## src/rtl/fifo_arb_pkg.sv

```systemverilog
// Shared types and helpers for the FIFO write-side arbiter.
// Round-robin pointer arithmetic lives here for reuse by other schedulers.
package fifo_arb_pkg;

  typedef enum logic {
    ARB_IDLE,
    ARB_BURST
  } arb_state_e;

  // Modulo increment with explicit wrap; n need not be a power of two.
  function automatic int rr_next(input int ptr, input int n);
    return (ptr + 1 >= n) ? 0 : ptr + 1;
  endfunction

endpackage

```

## src/rtl/fifo_wr_arbiter_rr_pick.sv

```systemverilog
// Combinational round-robin picker: first set bit at or after ptr.
// Rotates the request vector, priority-encodes, then unrotates.
module fifo_wr_arbiter_rr_pick #(
  parameter int N  = 4,
  parameter int IW = $clog2(N)
) (
  input  logic [N-1:0]  req,
  input  logic [IW-1:0] ptr,
  output logic          found,
  output logic [IW-1:0] idx
);

  logic [N-1:0] rot;
  int           src;
  int           off;
  int           sum;

  // Rotate so ptr lands at bit 0, take lowest set bit, map back.
  always_comb begin
    rot = '0;
    src = 0;
    off = 0;
    sum = 0;
    for (int i = 0; i < N; i++) begin
      src = i + int'(ptr);
      if (src >= N) src = src - N;
      rot[i] = req[src];
    end
    found = |rot;
    for (int i = N - 1; i >= 0; i--) begin
      if (rot[i]) off = i;
    end
    sum = int'(ptr) + off;
    if (sum >= N) sum = sum - N;
    idx = IW'(sum);
  end

endmodule

```

## src/rtl/fifo_wr_arbiter.sv

```systemverilog
// Burst-locking round-robin arbiter for a shared FIFO write port.
// Holds a grant until last, MAX_BURST beats or an idle timeout.
module fifo_wr_arbiter
  import fifo_arb_pkg::*;
#(
  parameter  int NUM_REQ      = 4,
  parameter  int DATA_WIDTH   = 8,
  parameter  int MAX_BURST    = 8,
  parameter  int IDLE_TIMEOUT = 4,
  localparam int ID_WIDTH     = $clog2(NUM_REQ)
) (
  input  logic                          clk,
  input  logic                          rst,
  input  logic [NUM_REQ-1:0]            req_valid,
  input  logic [NUM_REQ-1:0]            req_last,
  input  logic [NUM_REQ*DATA_WIDTH-1:0] req_data,
  output logic [NUM_REQ-1:0]            req_ready,
  input  logic                          fifo_full,
  output logic                          fifo_wr_en,
  output logic [DATA_WIDTH-1:0]         fifo_din,
  output logic [ID_WIDTH-1:0]           grant_id,
  output logic                          busy
);

  localparam int BW = $clog2(MAX_BURST + 1);
  localparam int TW = $clog2(IDLE_TIMEOUT + 1);
  localparam logic [BW-1:0] BEAT_MAX = BW'(MAX_BURST);
  localparam logic [TW-1:0] IDLE_MAX = TW'(IDLE_TIMEOUT);

  arb_state_e            state_q, state_d;
  logic [ID_WIDTH-1:0]   ptr_q, ptr_d;
  logic [ID_WIDTH-1:0]   grant_q, grant_d;
  logic [BW-1:0]         beat_q, beat_d;
  logic [TW-1:0]         idle_q, idle_d;

  logic                  pick_found;
  logic [ID_WIDTH-1:0]   pick_idx;
  logic                  sel_valid;
  logic                  sel_last;
  logic [DATA_WIDTH-1:0] sel_data;
  logic                  xfer;
  logic [BW-1:0]         beat_inc;
  logic [TW-1:0]         idle_inc;

  fifo_wr_arbiter_rr_pick #(
    .N  (NUM_REQ),
    .IW (ID_WIDTH)
  ) u_pick (
    .req   (req_valid),
    .ptr   (ptr_q),
    .found (pick_found),
    .idx   (pick_idx)
  );

  // Route the current grantee's valid/last/data onto shared lines.
  always_comb begin
    sel_valid = 1'b0;
    sel_last  = 1'b0;
    sel_data  = '0;
    for (int i = 0; i < NUM_REQ; i++) begin
      if (int'(grant_q) == i) begin
        sel_valid = req_valid[i];
        sel_last  = req_last[i];
        sel_data  = req_data[i*DATA_WIDTH +: DATA_WIDTH];
      end
    end
  end

  assign xfer     = (state_q == ARB_BURST) & sel_valid & ~fifo_full;
  assign beat_inc = beat_q + BW'(1);
  assign idle_inc = idle_q + TW'(1);
  assign grant_id = grant_q;

  // Output mux; reset gates everything so no partial word escapes.
  always_comb begin
    req_ready  = '0;
    fifo_wr_en = 1'b0;
    fifo_din   = '0;
    busy       = 1'b0;
    if (!rst && state_q == ARB_BURST) begin
      busy       = 1'b1;
      fifo_wr_en = xfer;
      if (xfer) fifo_din = sel_data;
      for (int i = 0; i < NUM_REQ; i++) begin
        if (int'(grant_q) == i) req_ready[i] = ~fifo_full;
      end
    end
  end

  // Arbitration and burst bookkeeping; full with valid is a pure stall.
  always_comb begin
    state_d = state_q;
    ptr_d   = ptr_q;
    grant_d = grant_q;
    beat_d  = beat_q;
    idle_d  = idle_q;
    unique case (state_q)
      ARB_IDLE: begin
        if (pick_found) begin
          grant_d = pick_idx;
          state_d = ARB_BURST;
          beat_d  = '0;
          idle_d  = '0;
        end
      end
      ARB_BURST: begin
        if (xfer) begin
          beat_d = beat_inc;
          idle_d = '0;
          if (sel_last || beat_inc == BEAT_MAX) begin
            state_d = ARB_IDLE;
          end
        end else if (sel_valid) begin
          idle_d = '0;
        end else begin
          idle_d = idle_inc;
          if (idle_inc == IDLE_MAX) begin
            state_d = ARB_IDLE;
          end
        end
        if (state_d == ARB_IDLE) begin
          beat_d = '0;
          idle_d = '0;
          ptr_d  = ID_WIDTH'(rr_next(int'(grant_q), NUM_REQ));
        end
      end
    endcase
  end

  // State, pointer, grant and counters with synchronous reset.
  always_ff @(posedge clk) begin
    if (rst) begin
      state_q <= ARB_IDLE;
      ptr_q   <= '0;
      grant_q <= '0;
      beat_q  <= '0;
      idle_q  <= '0;
    end else begin
      state_q <= state_d;
      ptr_q   <= ptr_d;
      grant_q <= grant_d;
      beat_q  <= beat_d;
      idle_q  <= idle_d;
    end
  end

endmodule

```

## config.mk

```make
export PLATFORM = sky130hd
export DESIGN_NAME = fifo_wr_arbiter
export DESIGN_NICKNAME = d
export VERILOG_FILES = /design/src/rtl/fifo_arb_pkg.sv /design/src/rtl/fifo_wr_arbiter_rr_pick.sv /design/src/rtl/fifo_wr_arbiter.sv
export SDC_FILE = /design/constraint.sdc
export NUM_CORES = 1
export LEC_CHECK = 0
export ABC_AREA = 1
export BUFFER_PORTS_ARGS = -buffer_cell sky130_fd_sc_hd__buf_4
export CAP_MARGIN = 20
export CORE_UTILIZATION = 39
export CTS_BUF_LIST = sky130_fd_sc_hd__clkbuf_2
export DETAILED_ROUTE_END_ITERATION = 10
export PLACE_DENSITY = 0.67
export SLEW_MARGIN = 40
export SYNTH_ARGS = -nofsm -noshare
export SYNTH_HDL_FRONTEND = slang
export SYNTH_SLANG_ARGS = --single-unit
```

## constraint.sdc

```tcl
create_clock -name clk -period 2.1 [get_ports clk]
set_input_delay 0.105 -clock clk [delete_from_list [all_inputs] [get_ports clk]]
set_output_delay 0.105 -clock clk [all_outputs]
set_load 0.01 [all_outputs]
```

==> results of run 1 <==
[path summary, 6_finish.rpt]
path / start / to / cells after the start
worst max-delay path: grant_id[1]$_SDFFE_PP0P_ / fifo_din[0] / 10
worst min-delay path: req_last[3] / idle_q[1]$_SDFFE_PP0P_ / 6
worst max register to register: ptr_q[0]$_SDFFE_PP0P_ / grant_id[1]$_SDFFE_PP0P_ / 12
worst min register to register: idle_q[2]$_SDFFE_PP0P_ / idle_q[2]$_SDFFE_PP0P_ / 2
[tightest hold or removal path: stages]
cell and delay (ns):
buf_4 0.08, nand2_1 0.05, nand3_1 0.09, nand2_2 0.10, nand3b_1 0.10, a21oi_1 0.06
[cells in the mapped netlist, types with 2 or more instances]
library cell | number | share of area
nand2_1 | 56 | 0.15
inv_1 | 20 | 0.054
nand2_2 | 19 | 0.085
nor2_1 | 18 | 0.048
a21oi_1 | 17 | 0.061
nand3_1 | 15 | 0.054
dfxtp_1 | 12 | 0.17
a22oi_1 | 8 | 0.043
ha_1 | 8 | 0.071
inv_2 | 8 | 0.021
o211ai_1 | 6 | 0.032
nor2_2 | 5 | 0.022
o21ai_0 | 5 | 0.018
buf_6 | 3 | 0.024
clkbuf_1 | 2 | 0.0054
nand3_2 | 2 | 0.014
nor2_8 | 2 | 0.029
xor2_1 | 2 | 0.013
[per-layer routing]
metal | vias up | global-route usage
met4 | 0 | 0.0571
met3 | 5 | 0.0269
li1 | 838 | -
met1 | 679 | 0.238
met5 | - | 0
met2 | 53 | 0.326
[where the power goes]
group,total (uW),switching [uW],internal [uW]
clock,117,77.8,38.9
sequential,273,24.2,249
combinational,467,259,208
total,857,361,496
[cell families after synthesis]
kind of cell,count (synthesis)
AOI/OAI and AO/OA,39
xor gates and xnor gates,2
adders and majority gates,8
buffers and inverters,38
DFF,12
and+or+nand+nor,124
[flip-flops by register name (all words and copies together), names as in the netlist]
signal,cells
grant_id,2
idle_q,3
state_q,1
beat_q,4
ptr_q,2
[stage by stage]
| step | instance area, um2 | utilization | setup WS (ns) | hold WS, ns |
|---|---|---|---|---|
| finish | 1940 | 0.573 | 0.158 | 0.346 |
| detailed placement | 1880 | 0.556 | 0.196 | 0.293 |
| global route | 1940 | 0.573 | 0.000369 | 0.368 |
| global placement | 1880 | 0.556 | 0.187 | 0.301 |
| floorplan | 1400 | - | 0.320 | 0.174 |
| CTS | 1930 | 0.568 | 0.0316 | 0.353 |
[repair_timing]
item	4_1_cts	5_1_grt
resized for setup	4	7
hold buffers	1	0
endpoints found under the setup margin	8	8
hold endpoints to repair	1	0
[cell type report]
| type | instances | area [um2] | share of cell area |
|---|---|---|---|
| Clock buffer | 3 | 15.0 | 0.00773 |
| Inverter | 31 | 128 | 0.0657 |
| Multi-Input combinational cell | 173 | 1010 | 0.519 |
| Sequential cell | 12 | 244 | 0.126 |
| Tap cell | 46 | 57.6 | 0.0296 |
| Timing Repair Buffer | 65 | 490 | 0.253 |
==> impl_metrics.json, run 1 <==
{
  "outcome": "finished, final reports clean",
  "slew_viol_final": 0,
  "die-area_um2": 3830,
  "synth_cell_type_count": 33,
  "post-cts-setup-buffers": 0,
  "clk_latency_ns": 0.28,
  "fmax_ghz": 0.515,
  "async_reset_ff_frac": 0,
  "ys_ff_latch": 12,
  "worst-path-buf-inv": 3,
  "critPathCaptureType": "output port",
  "total_power_uw": 857,
  "dp_cells": 326,
  "synth.net_count": 274,
  "overflow": 0,
  "synth_top_family_by_area": "simple AND/OR/NAND/NOR gates",
  "cp.required_ns": 2.00,
  "dr_wl_met3_um": 261,
  "antenna_found_initial": 0,
  "grt_max_degree": 13,
  "root_buffer": "clkbuf_2",
  "arrival_ns": 1.84,
  "synth_simple_gate_area_frac": 0.450,
  "dr.pass1.iters": 4,
  "finalSetupViolCount": 0,
  "worstHoldPathType": "in2reg",
  "fin_crit_sh": 0.925,
  "wl_per_cell_um": 11.1,
  "synthMuxAreaShare": 0,
  "clkTransAtPathRegs_ns": 0.11,
  "top_layer_used": "met4",
  "start_util": 0.413,
  "final_cell_count_no_fill": 330,
  "yosys.area_share.adder": 0.0715,
  "crit_path_start_kind": "flop",
  "critical_path.cell_chain": "inv_2 > ha_4 > nand2_1 > nand3_2 > nand2_1 > nand2_2 > nor2_4 > inv_2 > a21oi_1 > buf_4",
  "period_needed_ns": 1.94,
  "dp_hpwl_um": 3000,
  "avgSynthCellArea_um2": 6.28,
  "max-vdd-ir-drop_v": 0.000295,
  "cts_sinks": 12,
  "ys_seq_area_frac": 0.172,
  "vias": 1575,
  "final_cell_mix": "buf_4, nand2_1, nand2_2",
  "diodes": 0,
  "crit_family": "simple AND/OR/NAND/NOR gates",
  "critPathKind": "reg2out",
  "cts_tree": "yes",
  "io_buffers": 58,
  "maxSlewHeadroom": 0.701,
  "nNetsFinal": 337,
  "htree_levels": 1,
  "tightest_slew_ns": 0.448,
  "rows": 21,
  "drtIter0Drc": 83,
  "rsz0062_at_grt": "false",
  "fp.dieH_um": 61.9,
  "r2r_slack_ns": 0.16,
  "gp_congestion": 0.821,
  "drc": 0,
  "syn2layout_area_growth_pct": 38.7,
  "synth-compound-area-share": 0.168,
  "setup-tns-final_ns": 0,
  "wl_um": 3660,
  "hold_viol": 0,
  "synth_edf_count": 0,
  "grt_pass1_wl_um": 5380,
  "die_w_um": 61.9,
  "power_density_nw_per_um2": 441,
  "syn-cell-area_um2": 1400,
  "drt-met1-wl_um": 1740,
  "fillCellCount": 345,
  "met2_length_um": 1620,
  "synth_ff_type": "dfxtp_1",
  "drive_gt1_frac": 0.412,
  "critical_path.max_stage_delay_ns": 0.43,
  "crit_slowest_cell": "dfxtp_1",
  "clockBufferDepth": 2,
  "fin_skew_ns": 0.00571,
  "cts_buffers": 3,
  "final_common_cell": "buf_4",
  "first_global_vias": 1268,
  "grt_usage": 0.187,
  "top_level_ports": 59,
  "ant_nets": 0,
  "ys_warn_count": 0,
  "core_area_um2": 3390,
  "vias_per_cell": 4.77,
  "power.leakage_uw": 0.000992,
  "netlist_instances": 223,
  "drv_cap": 0,
  "cp_max_fo": 8,
  "synth-xor-area-share": 0.0125
}
(Power assumes the default switching activity.)
==> run 2, diff against run 1 <==
--- a/config.mk
+++ b/config.mk
@@ -5,13 +5,12 @@
 export SDC_FILE = /design/constraint.sdc
 export NUM_CORES = 1
 export LEC_CHECK = 0
-export ABC_AREA = 1
 export BUFFER_PORTS_ARGS = -buffer_cell sky130_fd_sc_hd__buf_4
 export CAP_MARGIN = 20
 export CORE_UTILIZATION = 39
 export CTS_BUF_LIST = sky130_fd_sc_hd__clkbuf_2
 export DETAILED_ROUTE_END_ITERATION = 10
-export PLACE_DENSITY = 0.67
+export PLACE_DENSITY = 0.69
 export SLEW_MARGIN = 40
 export SYNTH_ARGS = -nofsm -noshare
 export SYNTH_HDL_FRONTEND = slang
==> run 2 against run 1 <==
- the run now ends with setup timing left
- synthesized cell count decreased by 27%
- global-route usage is 2.7 points higher
- power decreased by 9.7%
- non-clock buffer count grew 10
- clock-buffer cell count unchanged
- fmax decreased by 13%
- flip-flop and latch count is the same
- area after synthesis fell by 11%
- register-to-register slack lost 0.07 ns
- first-iteration DRC count decreased by 46%
- clock skew fell by 0.0036 ns
- core utilization grew 7.1 points
- critical path type unchanged
- critical endpoint is now fifo_din[7]
- highest routed layer unchanged
==> impl_metrics.json, run 2 <==
{
  "drive_gt1_frac": 0.461,
  "ys_ff_latch": 12,
  "rows": 20,
  "start_util": 0.410,
  "clkTransAtPathRegs_ns": 0.10,
  "critical_path.max_stage_delay_ns": 0.40,
  "diodes": 0,
  "slew_viol_final": 0,
  "r2r_start": "grant_id[1]$_SDFFE_PP0P_",
  "wl_per_cell_um": 13.0,
  "ant_nets": 0,
  "die_w_um": 58.4,
  "async_reset_ff_frac": 0,
  "grt_usage": 0.214,
  "cts_buffers": 3,
  "cts_sinks": 12,
  "r2r_cells": 9,
  "cp.required_ns": 2.00,
  "syn2layout_area_growth_pct": 56.9,
  "largest_reg_flops": 4,
  "cp_common_cell": "buf_4",
  "post-synth-top-count-cell": "nor2_1",
  "critical_path.cell_chain": "inv_4 > ha_4 > buf_4 > buf_4 > nor2b_2 > a221oi_1 > nor3_1 > a21oi_2 > nor2_4 > buf_6",
  "period_needed_ns": 2.24,
  "gp_congestion": 0.776,
  "critPathKind": "reg2out",
  "final_common_cell": "buf_4",
  "grt_max_degree": 18,
  "dp_hpwl_um": 2650,
  "rsz0062_at_grt": "true",
  "r2r_end": "ptr_q[0]$_SDFFE_PP0P_",
  "io_buffers": 58,
  "drc": 0,
  "vias_per_cell": 5.24,
  "worstSetupStartpoint": "grant_id[1]$_SDFFE_PP0P_",
  "synth.net_count": 213,
  "cts_tree": "yes",
  "nNetsFinal": 283,
  "dr.pass1.iters": 4,
  "synth_cell_type_count": 40,
  "htree_levels": 1,
  "fin_skew_ns": 0.00213,
  "multi_input_area_um2": 1000,
  "fp.dieH_um": 58.4,
  "setup-tns-final_ns": -0.898,
  "fmax_ghz": 0.447,
  "max-vdd-ir-drop_v": 0.000309,
  "drv_cap": 0,
  "synth_area_leader_cell": "dfxtp_1",
  "synth_edf_count": 0,
  "hold_viol": 0,
  "ys_warn_count": 0,
  "r2r_slack_ns": 0.09,
  "fin_crit_sh": 1.07,
  "clk_latency_ns": 0.27,
  "wl_um": 3560,
  "timing.hold.ws_ns": 0.0960,
  "top_regs": "beat_q x4, idle_q x3",
  "ys_seq_area_frac": 0.193,
  "crit_cells": 10,
  "netlist_instances": 162,
  "grt_pass1_wl_um": 5800,
  "worst-path-buf-inv": 4,
  "overflow": 0,
  "final_cell_mix": "buf_4, nor2b_1, nor2_1",
  "power.leakage_uw": 0.000838,
  "power_density_nw_per_um2": 397,
  "antenna_found_initial": 0,
  "cp_max_fo": 8,
  "synth_common_cells": "nor2_1, nor2b_1, dfxtp_1",
  "ff_latch_area_um2": 248,
  "yosys.area.top_type_share": 0.193,
  "synthTopCellsByArea": "dfxtp_1, ha_1, nor2b_1, a221oi_1, nor2_1",
  "violations": "setup timing",
  "syn-cell-area_um2": 1240,
  "vias": 1437,
  "root_buffer": "clkbuf_2",
  "crit_family": "simple AND/OR/NAND/NOR gates",
  "crit_path_start_kind": "flop",
  "finalSetupViolCount": 9,
  "fillCellCount": 275,
  "timing.final.ws_setup_ns": -0.137,
  "arrival_ns": 2.13,
  "synth_ff_type": "dfxtp_1",
  "top_level_ports": 59,
  "die-area_um2": 3420,
  "clockBufferDepth": 2,
  "outcome": "complete, but fails checks",
  "first_global_vias": 1295,
  "drtIter0Drc": 45,
  "crit_slowest_cell": "dfxtp_4",
  "maxSlewHeadroom": 0.761,
  "tightest_slew_ns": 0.357,
  "core_area_um2": 3030,
  "worstHoldPathType": "in2reg",
  "endpoint": "fifo_din[7]",
  "avgSynthCellArea_um2": 7.67,
  "top_register": "beat_q",
  "total_power_uw": 774,
  "critPathCaptureType": "output port"
}
## run 2: final cells by class
| class | instances | area share |
|---|---|---|
| clock buffers | 3 | 0.00770 |
| repair buffers | 75 | 0.300 |
| well taps | 44 | 0.0282 |
| multi-input cells | 133 | 0.515 |
| flip-flops and latches | 12 | 0.127 |
| inverters | 7 | 0.0212 |
## run 2: power breakdown
group	internal, uW	total (uW)	leakage [uW]	switching [uW]
registers	238	257	0.0000990	18.6
logic	217	404	0.000727	187
clock network	38.9	113	0.0000125	74.3
## run 2: metal layers
layer,share of wire,GRT usage,vias up
met5,0,0,-
met4,0.017,0.0850,0
met3,0.065,0.0308,7
met2,0.49,0.378,49
met1,0.43,0.261,654
li1,-,-,727
## run 2: metrics by stage
| step | cells | setup WS, ns | cell area [um2] | utilization |
|---|---|---|---|---|
| floorplan | 162 | 0.0484 | 1240 | - |
| global route | 274 | -0.219 | 1950 | 0.644 |
| finish | 274 | -0.137 | 1950 | 0.644 |
| detailed placement | 264 | -0.000955 | 1760 | 0.581 |
| global placement | 264 | 0.0684 | 1760 | 0.581 |
| CTS | 272 | -0.0922 | 1900 | 0.627 |
## run 2: timing repair
item                                    4_1_cts  5_1_grt
setup buffers                                 5        4
pin swaps                                     1        3
endpoints found under the setup margin       10       14
gates resized for setup                      26        9
hold buffers                                  0        0
## run 2: logic make-up after synthesis
logic type / after synthesis / share of synthesized area
multiplexers: 8 / 0.0755
AND/OR/NAND/NOR: 78 / 0.342
AO/OA/AOI/OAI: 36 / 0.218
buffers and inverters: 17 / 0.0695
adder cells (fa/ha/maj): 8 / 0.0806
XOR/XNOR: 3 / 0.0212
flip-flops: 12 / 0.193
## run 2: worst min-delay path by stage
| stage | from | to | slack (ns) | cells after the start |
|---|---|---|---|---|
| after floorplan | rst | busy | 0.26 | 1 |
| after global placement | rst | idle_q[1]$_SDFFE_PP0P_ | 0.39 | 2 |
| after detailed placement | rst | idle_q[0]$_SDFFE_PP0P_ | 0.40 | 2 |
| after CTS | rst | grant_id[1]$_SDFFE_PP0P_ | 0.11 | 2 |
| after global routing | rst | idle_q[1]$_SDFFE_PP0P_ | 0.11 | 2 |
| final | rst | grant_id[1]$_SDFFE_PP0P_ | 0.1 | 2 |
## run 2: worst register-to-register path: cells and delay by family (launching register included)
kind / cells / cell delay, ns
AOI/OAI and AO/OA: 3 / 0.60
adders and majority gates: 1 / 0.15
buffers and inverters: 3 / 0.31
DFF: 1 / 0.40
muxes: 1 / 0.31
and+or+nand+nor: 1 / 0.16
